<file path="config.mk">
export PLATFORM = sky130hd
export DESIGN_NAME = param_bus_datapath
export DESIGN_NICKNAME = d
export VERILOG_FILES = /design/src/rtl/dp_pkg.sv /design/src/rtl/dp_mem_if.sv /design/src/rtl/param_bus_datapath.sv
export SDC_FILE = /design/constraint.sdc
export NUM_CORES = 2
export LEC_CHECK = 0
export BUFFER_PORTS_ARGS = -buffer_cell sky130_fd_sc_hd__buf_4
export CORE_UTILIZATION = 55
export CTS_CLUSTER_DIAMETER = 60
export DETAILED_ROUTE_END_ITERATION = 8
export PLACE_DENSITY = 0.76
export SETUP_SLACK_MARGIN = 0.02
export SLEW_MARGIN = 20
export SYNTH_ARGS = -nofsm -noshare
export SYNTH_HDL_FRONTEND = slang
export SYNTH_SLANG_ARGS = --single-unit
export TNS_END_PERCENT = 10
</file>
<file path="constraint.sdc">
create_clock -name clk -period 6.92 [get_ports clk]
set_input_delay 0 -clock clk [delete_from_list [all_inputs] [get_ports clk]]
set_output_delay 0 -clock clk [all_outputs]
set_load 0.02 [all_outputs]
</file>
<file path="src/rtl/dp_pkg.sv">
// Shared encodings for the parametrised single-bus datapath: bus-source offsets,
// load-strobe bit positions, branch condition codes and memory FSM states.
package dp_pkg;

    // Special bus sources sit directly above the last general register.
    localparam int SRC_HI     = 0;
    localparam int SRC_LO     = 1;
    localparam int SRC_ZHI    = 2;
    localparam int SRC_ZLO    = 3;
    localparam int SRC_PC     = 4;
    localparam int SRC_MDR    = 5;
    localparam int SRC_INPORT = 6;
    localparam int SRC_CEXT   = 7;

    localparam int LD_Z   = 0;
    localparam int LD_HI  = 1;
    localparam int LD_LO  = 2;
    localparam int LD_Y   = 3;
    localparam int LD_PC  = 4;
    localparam int LD_MAR = 5;
    localparam int LD_MDR = 6;
    localparam int LD_OUT = 7;
    localparam int LD_IR  = 8;

    localparam int IR_COND_LSB = 19;

    typedef enum logic [1:0] {
        COND_ZERO    = 2'b00,
        COND_NONZERO = 2'b01,
        COND_POS     = 2'b10,
        COND_NEG     = 2'b11
    } cond_e;

    typedef enum logic [1:0] {
        MEM_IDLE = 2'b00,
        MEM_REQ  = 2'b01,
        MEM_DONE = 2'b10,
        MEM_ERR  = 2'b11
    } mem_state_e;

    function automatic logic cond_met(input cond_e c, input logic is_zero, input logic is_neg);
        case (c)
            COND_ZERO:    return is_zero;
            COND_NONZERO: return !is_zero;
            COND_POS:     return !is_neg;
            COND_NEG:     return is_neg;
            default:      return 1'b0;
        endcase
    endfunction

endpackage

</file>
<file path="src/rtl/dp_mem_if.sv">
// Handshaked memory port: owns MAR/MDR and runs one request at a time with an
// ack timeout that raises a sticky error.
module dp_mem_if
    import dp_pkg::*;
#(
    parameter int DATA_W      = 32,
    parameter int ADDR_W      = 9,
    parameter int MEM_TIMEOUT = 15
) (
    input  logic              clk,
    input  logic              clr,
    input  logic              mem_rd,
    input  logic              mem_wr,
    input  logic              ld_mar,
    input  logic              ld_mdr,
    input  logic [DATA_W-1:0] bus_in,
    input  logic [DATA_W-1:0] mem_rdata,
    input  logic              mem_ack,
    output logic              mem_req,
    output logic              mem_we,
    output logic [ADDR_W-1:0] mem_addr,
    output logic [DATA_W-1:0] mem_wdata,
    output logic              busy,
    output logic              mem_err
);

    localparam int TMO_W = $clog2(MEM_TIMEOUT + 1);
    localparam logic [TMO_W-1:0] TMO_LAST = TMO_W'(MEM_TIMEOUT - 1);

    mem_state_e        state_q, state_d;
    logic [TMO_W-1:0]  tmo_q, tmo_d;
    logic              we_q, we_d;
    logic              err_q, err_d;
    logic [ADDR_W-1:0] mar_q, mar_d;
    logic [DATA_W-1:0] mdr_q, mdr_d;

    always_comb begin
        state_d = state_q;
        tmo_d   = tmo_q;
        we_d    = we_q;
        err_d   = err_q;
        mar_d   = mar_q;
        mdr_d   = mdr_q;

        case (state_q)
            MEM_IDLE: begin
                if (mem_rd && mem_wr) begin
                    err_d = 1'b1;
                end else if (mem_rd ^ mem_wr) begin
                    state_d = MEM_REQ;
                    we_d    = mem_wr;
                    err_d   = 1'b0;
                    tmo_d   = '0;
                end
            end
            MEM_REQ: begin
                // An ack on the final allowed cycle still completes normally.
                if (mem_ack) begin
                    state_d = MEM_DONE;
                    if (!we_q) begin
                        mdr_d = mem_rdata;
                    end
                end else if (tmo_q == TMO_LAST) begin
                    state_d = MEM_ERR;
                    err_d   = 1'b1;
                end else begin
                    tmo_d = tmo_q + 1'b1;
                end
            end
            MEM_DONE: state_d = MEM_IDLE;
            MEM_ERR:  state_d = MEM_IDLE;
            default:  state_d = MEM_IDLE;
        endcase

        // Address and write data are frozen while a request is outstanding.
        if (state_q != MEM_REQ) begin
            if (ld_mar) begin
                mar_d = bus_in[ADDR_W-1:0];
            end
            if (ld_mdr) begin
                mdr_d = bus_in;
            end
        end
    end

    always_ff @(posedge clk or negedge clr) begin
        if (!clr) begin
            state_q <= MEM_IDLE;
            tmo_q   <= '0;
            we_q    <= 1'b0;
            err_q   <= 1'b0;
            mar_q   <= '0;
            mdr_q   <= '0;
        end else begin
            state_q <= state_d;
            tmo_q   <= tmo_d;
            we_q    <= we_d;
            err_q   <= err_d;
            mar_q   <= mar_d;
            mdr_q   <= mdr_d;
        end
    end

    assign mem_req   = (state_q == MEM_REQ);
    assign busy      = (state_q == MEM_REQ);
    assign mem_we    = (state_q == MEM_REQ) && we_q;
    assign mem_addr  = mar_q;
    assign mem_wdata = mdr_q;
    assign mem_err   = err_q;

endmodule

</file>
<file path="src/rtl/param_bus_datapath.sv">
// Single-bus datapath: general register file, HI/LO/Y/Z/PC/IR, ports and CON flag,
// with the memory interface delegated to dp_mem_if.
module param_bus_datapath
    import dp_pkg::*;
#(
    parameter int DATA_W      = 32,
    parameter int NUM_REGS    = 16,
    parameter int ADDR_W      = 9,
    parameter int PC_STEP     = 1,
    parameter int MEM_TIMEOUT = 15
) (
    input  logic                clk,
    input  logic                clr,
    input  logic [5:0]          src_sel,
    input  logic [NUM_REGS-1:0] reg_ld,
    input  logic [8:0]          ld_ctl,
    input  logic                inc_pc,
    input  logic                ba_out,
    input  logic                con_in,
    input  logic                mem_rd,
    input  logic                mem_wr,
    output logic                mem_req,
    output logic                mem_we,
    output logic [ADDR_W-1:0]   mem_addr,
    output logic [DATA_W-1:0]   mem_wdata,
    input  logic [DATA_W-1:0]   mem_rdata,
    input  logic                mem_ack,
    output logic [DATA_W-1:0]   alu_y,
    input  logic [DATA_W-1:0]   alu_zhi,
    input  logic [DATA_W-1:0]   alu_zlo,
    input  logic [DATA_W-1:0]   c_ext,
    input  logic [DATA_W-1:0]   in_port,
    output logic [DATA_W-1:0]   out_port,
    output logic [DATA_W-1:0]   bus,
    output logic [DATA_W-1:0]   ir,
    output logic                con,
    output logic                busy,
    output logic                mem_err
);

    localparam int RSEL_W = $clog2(NUM_REGS);
    localparam logic [5:0] SRC_BASE = 6'(NUM_REGS);

    logic [DATA_W-1:0] regs_q [NUM_REGS];
    logic [DATA_W-1:0] regs_d [NUM_REGS];
    logic [DATA_W-1:0] hi_q, hi_d;
    logic [DATA_W-1:0] lo_q, lo_d;
    logic [DATA_W-1:0] y_q, y_d;
    logic [DATA_W-1:0] zhi_q, zhi_d;
    logic [DATA_W-1:0] zlo_q, zlo_d;
    logic [DATA_W-1:0] pc_q, pc_d;
    logic [DATA_W-1:0] ir_q, ir_d;
    logic [DATA_W-1:0] out_q, out_d;
    logic [DATA_W-1:0] inport_q, inport_d;
    logic              con_q, con_d;

    logic [DATA_W-1:0] bus_val;
    logic [DATA_W-1:0] mdr_val;
    logic [5:0]        src_ofs;

    always_comb begin
        bus_val = '0;
        src_ofs = src_sel - SRC_BASE;
        if (src_sel < SRC_BASE) begin
            if (!(ba_out && src_sel == 6'd0)) begin
                bus_val = regs_q[src_sel[RSEL_W-1:0]];
            end
        end else begin
            case (src_ofs)
                6'(SRC_HI):     bus_val = hi_q;
                6'(SRC_LO):     bus_val = lo_q;
                6'(SRC_ZHI):    bus_val = zhi_q;
                6'(SRC_ZLO):    bus_val = zlo_q;
                6'(SRC_PC):     bus_val = pc_q;
                6'(SRC_MDR):    bus_val = mdr_val;
                6'(SRC_INPORT): bus_val = inport_q;
                6'(SRC_CEXT):   bus_val = c_ext;
                default:        bus_val = '0;
            endcase
        end
    end

    always_comb begin
        for (int i = 0; i < NUM_REGS; i++) begin
            regs_d[i] = reg_ld[i] ? bus_val : regs_q[i];
        end
    end

    always_comb begin
        hi_d     = ld_ctl[LD_HI]  ? bus_val : hi_q;
        lo_d     = ld_ctl[LD_LO]  ? bus_val : lo_q;
        y_d      = ld_ctl[LD_Y]   ? bus_val : y_q;
        ir_d     = ld_ctl[LD_IR]  ? bus_val : ir_q;
        out_d    = ld_ctl[LD_OUT] ? bus_val : out_q;
        zhi_d    = ld_ctl[LD_Z]   ? alu_zhi : zhi_q;
        zlo_d    = ld_ctl[LD_Z]   ? alu_zlo : zlo_q;
        inport_d = in_port;

        pc_d = pc_q;
        if (ld_ctl[LD_PC]) begin
            pc_d = bus_val;
        end else if (inc_pc) begin
            pc_d = pc_q + DATA_W'(PC_STEP);
        end

        // The condition field is taken from the IR as it stood before this edge.
        con_d = con_q;
        if (con_in) begin
            con_d = cond_met(cond_e'(ir_q[IR_COND_LSB +: 2]), bus_val == '0, bus_val[DATA_W-1]);
        end
    end

    always_ff @(posedge clk or negedge clr) begin
        if (!clr) begin
            regs_q   <= '{default: '0};
            hi_q     <= '0;
            lo_q     <= '0;
            y_q      <= '0;
            zhi_q    <= '0;
            zlo_q    <= '0;
            pc_q     <= '0;
            ir_q     <= '0;
            out_q    <= '0;
            inport_q <= '0;
            con_q    <= 1'b0;
        end else begin
            regs_q   <= regs_d;
            hi_q     <= hi_d;
            lo_q     <= lo_d;
            y_q      <= y_d;
            zhi_q    <= zhi_d;
            zlo_q    <= zlo_d;
            pc_q     <= pc_d;
            ir_q     <= ir_d;
            out_q    <= out_d;
            inport_q <= inport_d;
            con_q    <= con_d;
        end
    end

    dp_mem_if #(
        .DATA_W      (DATA_W),
        .ADDR_W      (ADDR_W),
        .MEM_TIMEOUT (MEM_TIMEOUT)
    ) u_mem_if (
        .clk       (clk),
        .clr       (clr),
        .mem_rd    (mem_rd),
        .mem_wr    (mem_wr),
        .ld_mar    (ld_ctl[LD_MAR]),
        .ld_mdr    (ld_ctl[LD_MDR]),
        .bus_in    (bus_val),
        .mem_rdata (mem_rdata),
        .mem_ack   (mem_ack),
        .mem_req   (mem_req),
        .mem_we    (mem_we),
        .mem_addr  (mem_addr),
        .mem_wdata (mdr_val),
        .busy      (busy),
        .mem_err   (mem_err)
    );

    assign mem_wdata = mdr_val;
    assign bus       = bus_val;
    assign ir        = ir_q;
    assign alu_y     = y_q;
    assign out_port  = out_q;
    assign con       = con_q;

endmodule

</file>
Word-level counts from Yosys, hierarchy flattened
Index checks and enable logic that the tools add are counted.
{"block": "word_totals", "register_bits": 850, "input_bits": 199, "out_inout_bits": 174, "elab_cells": 109}
{"block": "op_classes", "addsub": 3, "order_cmp": 2, "n_eq_ne": 22, "muxes": 29, "n_bitwise": 3, "reduce_logical": 18}
{"op": "$mux W32", "n": 11}
{"op": "$pmux W32 S8", "n": 1}
{"op": "$bmux W32 S4", "n": 1}
{"op": "$add A32 B1 Y32 const B", "n": 1}
{"op": "$logic_not A32 Y1", "n": 1}
{"op": "$eq A6 B3 Y1 const B", "n": 4}
{"op": "$mux W4", "n": 4}
{"op": "$eq A6 B2 Y1 const B", "n": 2}
{"op": "$logic_not A6 Y1", "n": 2}
{"op": "$eq A2 B2 Y1 const B", "n": 4}
{"op": "$mux W2", "n": 4}
{"op": "$pmux W4 S2", "n": 1}
{"op": "$eq A6 B1 Y1 const B", "n": 1}
{"op": "$lt A6 B5 Y1 const B", "n": 1}
{"op": "$ne A2 B1 Y1 const B", "n": 3}
{"op": "$ne A2 B2 Y1 const B", "n": 3}
{"op": "$pmux W2 S3", "n": 1}
{"op": "$reduce_and A3 Y1", "n": 2}
{"op": "$sub A6 B5 Y6 const B", "n": 1}
{"op": "$ge A5 B5 Y1 const B", "n": 1}
{"op": "$not A4 Y5", "n": 1}
{"op": "$reduce_and A5 Y1", "n": 1}
{"op": "$add A4 B1 Y4 const B", "n": 1}
{"op": "$eq A2 B1 Y1 const B", "n": 2}
{"op": "15 further kinds", "n": 23}

Longest topological paths before layout
{"block": "logic_depth", "depth_word": 9, "ltp_mapped": 14, "ltp_nobuf": 8}

Cells and area by module
From an unflattened synthesis, not the netlist that was laid out.
{"block": "hier_totals", "hier_cells": 3470, "area_unflattened_um2": 37300.8}
{"mod": "param_bus_datapath", "n_inst": 1, "cells_each": 3256, "area_per_inst_um2": 34908.5, "seq_area_each_um2": 20044.2}
{"mod": "dp_mem_if", "n_inst": 1, "cells_each": 214, "area_per_inst_um2": 2392.3, "seq_area_each_um2": 1226.2}

Worst setup path before layout
Ideal clock, no wire load.
{"block": "synth_timing", "path_type": "reg-to-reg", "start": "register u_mem_if.mdr_q[28], in the netlist u_mem_if.mem_wdata[28]", "end": "register con_q, in the netlist con", "setup_time_ns": 0.133, "t_arrival_ns": 2.333, "required_time_ns": 6.787, "path_slack_ns": 4.454, "path_stages_with_launch": 9, "path_buffers": 0, "synth_period_minus_slack_ns": 2.466, "cell_sequence": "dfrtp_1 > mux2_2 > a221o_1 > a221o_1 > a211oi_2 > and4_1 > and4_1 > a21oi_1 > nand4b_1"}
{"block": "synth_between", "elab_chain_cells": 5}
{"item": "from (decl)", "line": "dp_mem_if.sv:35", "text": "logic [DATA_W-1:0] mdr_q, mdr_d;"}
{"item": "from (signal assigned)", "line": "dp_mem_if.sv:100", "text": "mdr_q <= mdr_d;"}
{"item": "$pmux W32 S8 (*)", "line": "param_bus_datapath.sv:69", "text": "case (src_ofs)"}
{"item": "$mux W32 (*)", "line": "param_bus_datapath.sv:64", "text": "if (src_sel < SRC_BASE) begin"}
{"item": "$logic_not A32 Y1 (*)", "line": "param_bus_datapath.sv:109", "text": "con_d = cond_met(cond_e'(ir_q[IR_COND_LSB +: 2]), bus_val == '0, bus_val[DATA_W-1]);"}
{"item": "$logic_not A1 Y1", "line": "dp_pkg.sv:44", "text": "COND_NONZERO: return !is_zero;"}
{"item": "$pmux W1 S4 (*)", "line": "dp_pkg.sv:42", "text": "case (c)"}
{"item": "to (signal assigned)", "line": "param_bus_datapath.sv:137", "text": "con_q <= con_d;"}
{"item": "to (decl)", "line": "param_bus_datapath.sv:55", "text": "logic con_q, con_d;"}
Mark *: on every way between the ends. The rest lies on a longest branch, timed or not.
A chain may end at the register's enable or synchronous reset.

Worst setup path after layout
{"block": "layout_timing", "start": "input port src_sel[0]", "end": "output port bus[11]"}
{"block": "layout_between", "elab_chain_cells": 6, "word_cells_on_any_way": 19, "classes_between": "1 x add/sub; 1 x order compare; 7 x eq/ne; 6 x mux; 1 x bitwise; 3 x reduce/logical"}
{"item": "from (decl)", "line": "param_bus_datapath.sv:14", "text": "input logic [5:0] src_sel,"}
{"item": "branches (longest 5 deep; another with $sub A6 B5 Y6)"}
{"item": "$mux W32 (*)", "line": "param_bus_datapath.sv:64"}
{"item": "to (decl)", "line": "param_bus_datapath.sv:34", "text": "output logic [DATA_W-1:0] bus,"}
Every way passes the cells marked *. The select of a mux whose other input is x is not followed.

==> flow_summary.ini <==
[status]
status = finished clean

[setup_path]
rr_worst_depth = 7
cp_max_fo = 59
slowest_delay_ps = 690
critical_path.slowest_cell = buf_4
worstSetupPathType = primary input to primary output
startpoint_type = primary input
worstPathCellList = buf_6 > buf_4 > nand2_1 > a211oi_1 > a2111oi_0 > a21oi_1 > nor2b_2 > buf_4 > inv_1 > buf_4
critPathBufInv = 5
required_ps = 6920
ff2ff_setup_slack_ps = 3880
arrival_ps = 3890
worstReg2RegStart = u_mem_if.mem_wdata[1]
critPathCaptureType = primary output
reg2reg_to = pc_q[1]
path_delay_family = buffers and inverters
cp_common_cell = buf_4

[clock_tree]
path_clk_slew_ps = 60
cts_buffer_depth = 3
cts_setup_buffers = 0
cts_root_buffer = clkbuf_16
cts_tree = done
insertion_delay_ps = 640
htreeDepth = 3
cts_inserted_buffers = 85
clkSinkCount = 850

[sta]
period_minus_slack_ps = 3890
slew_headroom_pct = 20.6
worstMarginPinSlew_ps = 1190
fin_crit_sh_pct = 56.1
finalSetupTns_ps = 0
finalClockSkew_ps = 21.1
rsz0062_at_grt = no
hold_viol = 0
setup_viol = 0
fmax_ghz = 0.257
final_max_slew_viol_count = 0

[logic_synthesis]
synth_edf_count = 0
mappedNetlistArea_um2 = 37500
synth.yosys.seq_area_share_pct = 56.7
syn_avg_cell_area_um2 = 10.8
synth_top_family_by_area = multiplexers
synthMuxAreaShare_pct = 14.4
synth-compound-area-share_pct = 13.8
synth-simple-area-share_pct = 10.0
synth_xor_area_share_pct = 0.701
synthAdderAreaFrac_pct = 0.133
synth_cells = 3461
ys_ff_latch = 850
yosys-top-cells-area = dfrtp_1 (57%), a21oi_1 (9.5%), nor2_1 (7.2%)
syn-num-nets = 3664
synth_flop_cell = dfrtp_1
netlist.area_leader.share_pct = 56.7
synth-async-reset-ratio_pct = 100
yosysWarnings = 0
yosys.area.top_type = dfrtp_1
yosysUniqueCellTypes = 73

[drt]
drt_iter0_markers = 4314
routedWlPerCell_um = 25.6
drt_wl_total_um = 122000
vias = 30200
drtPass1Iterations = 8
post_drt_via_cell_ratio = 6.35
drcViolationCount = 0
postRouteAntennaNets = 0

[finish]
num-fill-cells = 4922
nets = 4010
final_core_util_pct = 66.8
post_route_cells_drive_above_1_share_pct = 21.9
syn_to_final_growth_pct = 19.8
final_cell_area_um2 = 44900

[floorplan]
initial_core_util_pct = 55.8
core_area_um2 = 67300
die_w_um = 263
die_h_um = 263
io-pin-count = 373
dieArea_um2 = 69200
core.rowCount = 95

[hold_path]
hold_class = primary input to async pin

[global_route]
grt_pass1_wl_um = 183000
grt_start_max_net_pins = 171
grt-ovfl-total = 0
gr-usage-all-layers_pct = 34.9
antenna_found_initial = 11
grt_pass1_vias = 29300

[place]
gp_congestion = 0.881
io_buffers = 372
hpwl_um = 72400
dpl-instance-area_um2 = 40600

[power]
leakagePower_uw = 0.0203
cellPowerDensity_nw_per_um2 = 300
vdd_drop_max_uv = 205

[flow_run]
drv_cap = 0
-- logic make-up (layout without fill, tap and decap cells) --
family,Yosys count,in the layout
DFF,850,850
and+or+nand+nor,921,921
xor gates and xnor gates,30,30
muxes,372,372
adders and majority gates,4,4
AOI/OAI and AO/OA,918,918
buffers and inverters,366,778
other,0,8
-- worst register-to-register path: cells and delay by family (launching register included) --
kind                   cells  cell delay [ps]
muxes                      2              930
DFF                        1              450
AOI/OAI and AO/OA          3              520
buffers and inverters      2             1010
-- per-stage QoR --
stage               instances  hold slack [ps]  setup slack [ps]  total power (µW)
floorplan                3461             -296              4450              7670
global placement         4435              110              2850              8750
detailed placement       4435              110              2810              8830
CTS                      4746             9.53              3130             13400
global route             4753             22.7              2870             13900
finish                   4754            0.999              3030             13500
-- cells in the mapped netlist, drive strengths merged, types with 28 or more instances --
cell / instances
nand2: 89
a221oi: 28
clkbuf: 236
mux4: 120
dfrtp: 850
mux2: 142
a21oi: 718
buf: 92
a22oi: 30
nor2: 724
mux2i: 110
inv: 38
o21ai: 47
-- worst max-delay path by stage --
stage / to / slack (ps) / start / cells past startpoint
CTS: bus[22] / 3130 / src_sel[1] / 9
floorplan: con / 4450 / u_mem_if.mem_wdata[28] / 8
global route: bus[11] / 2870 / src_sel[0] / 10
global placement: con / 2850 / src_sel[1] / 11
detailed placement: con / 2810 / src_sel[1] / 11
finish: bus[11] / 3030 / src_sel[0] / 10
-- layer usage --
| metal | GRT usage (%) | wire length, µm | vias to the layer above | share of wire, % |
|---|---|---|---|---|
| met5 | 0 | 24 | - | 0.020 |
| met4 | 13.5 | 4480 | 4 | 3.7 |
| met3 | 8.03 | 13600 | 282 | 11 |
| met2 | 53.1 | 55900 | 1848 | 46 |
| met1 | 49.2 | 47600 | 15200 | 39 |
| li1 | - | - | 12800 | - |
-- cell type report --
class	count	area (µm²)	area share [%]
flip-flops and latches	850	21300	47.3
multi-input cells	2245	14800	33.0
repair buffers	587	4870	10.8
clock buffers	138	2580	5.74
well taps	873	1090	2.43
clock inverters	15	148	0.329
inverters	38	143	0.317
diodes	8	20.0	0.0445
-- where the power goes --
group          internal, µW  switching, µW  leakage, µW
registers              5630            484       0.0103
logic                  1170           1640      0.00861
clock network          2620           1950      0.00134
-- sequential cells by signal, summed over array words and instances, names as in the netlist --
name and cells:
con 1, out_port 32, u_mem_if.mem_err 1, u_mem_if.mem_wdata 32
u_mem_if.tmo_q 4, pc_q 32, u_mem_if.state_q 2, regs_q 512
hi_q 32, ir 32, alu_y 32, zhi_q 32
u_mem_if.we_q 1, lo_q 32, u_mem_if.mem_addr 9, zlo_q 32
inport_q 32
-- cell usage in the layout (no fill, tap or decap), types with 8 or more instances in the layout --
master	synthesis	final
and3_1	9	9
a221oi_1	24	24
mux2i_1	110	110
nand3_1	24	24
buf_4	9	422
clkbuf_8	0	21
xnor2_1	16	16
nor2b_1	14	11
dfrtp_1	850	850
nand2_1	89	88
o21ai_0	45	45
a22o_1	15	15
a22oi_1	30	30
a211oi_1	10	9
clkbuf_1	236	30
nor2_1	724	722
diode_2	0	8
mux4_2	120	120
mux2_2	137	137
dlygate4sd3_1	0	158
nand4_1	9	9
inv_1	38	37
clkbuf_16	0	87
a21oi_1	715	713
xor2_1	14	14
-- what timing repair did --
action | 4_1_cts | 5_1_grt
endpoints found under the hold margin | 566 | 0
hold buffers | 158 | 0
gates resized for setup | 0 | 0
Note: power is estimated with default switching activity, not from simulation.
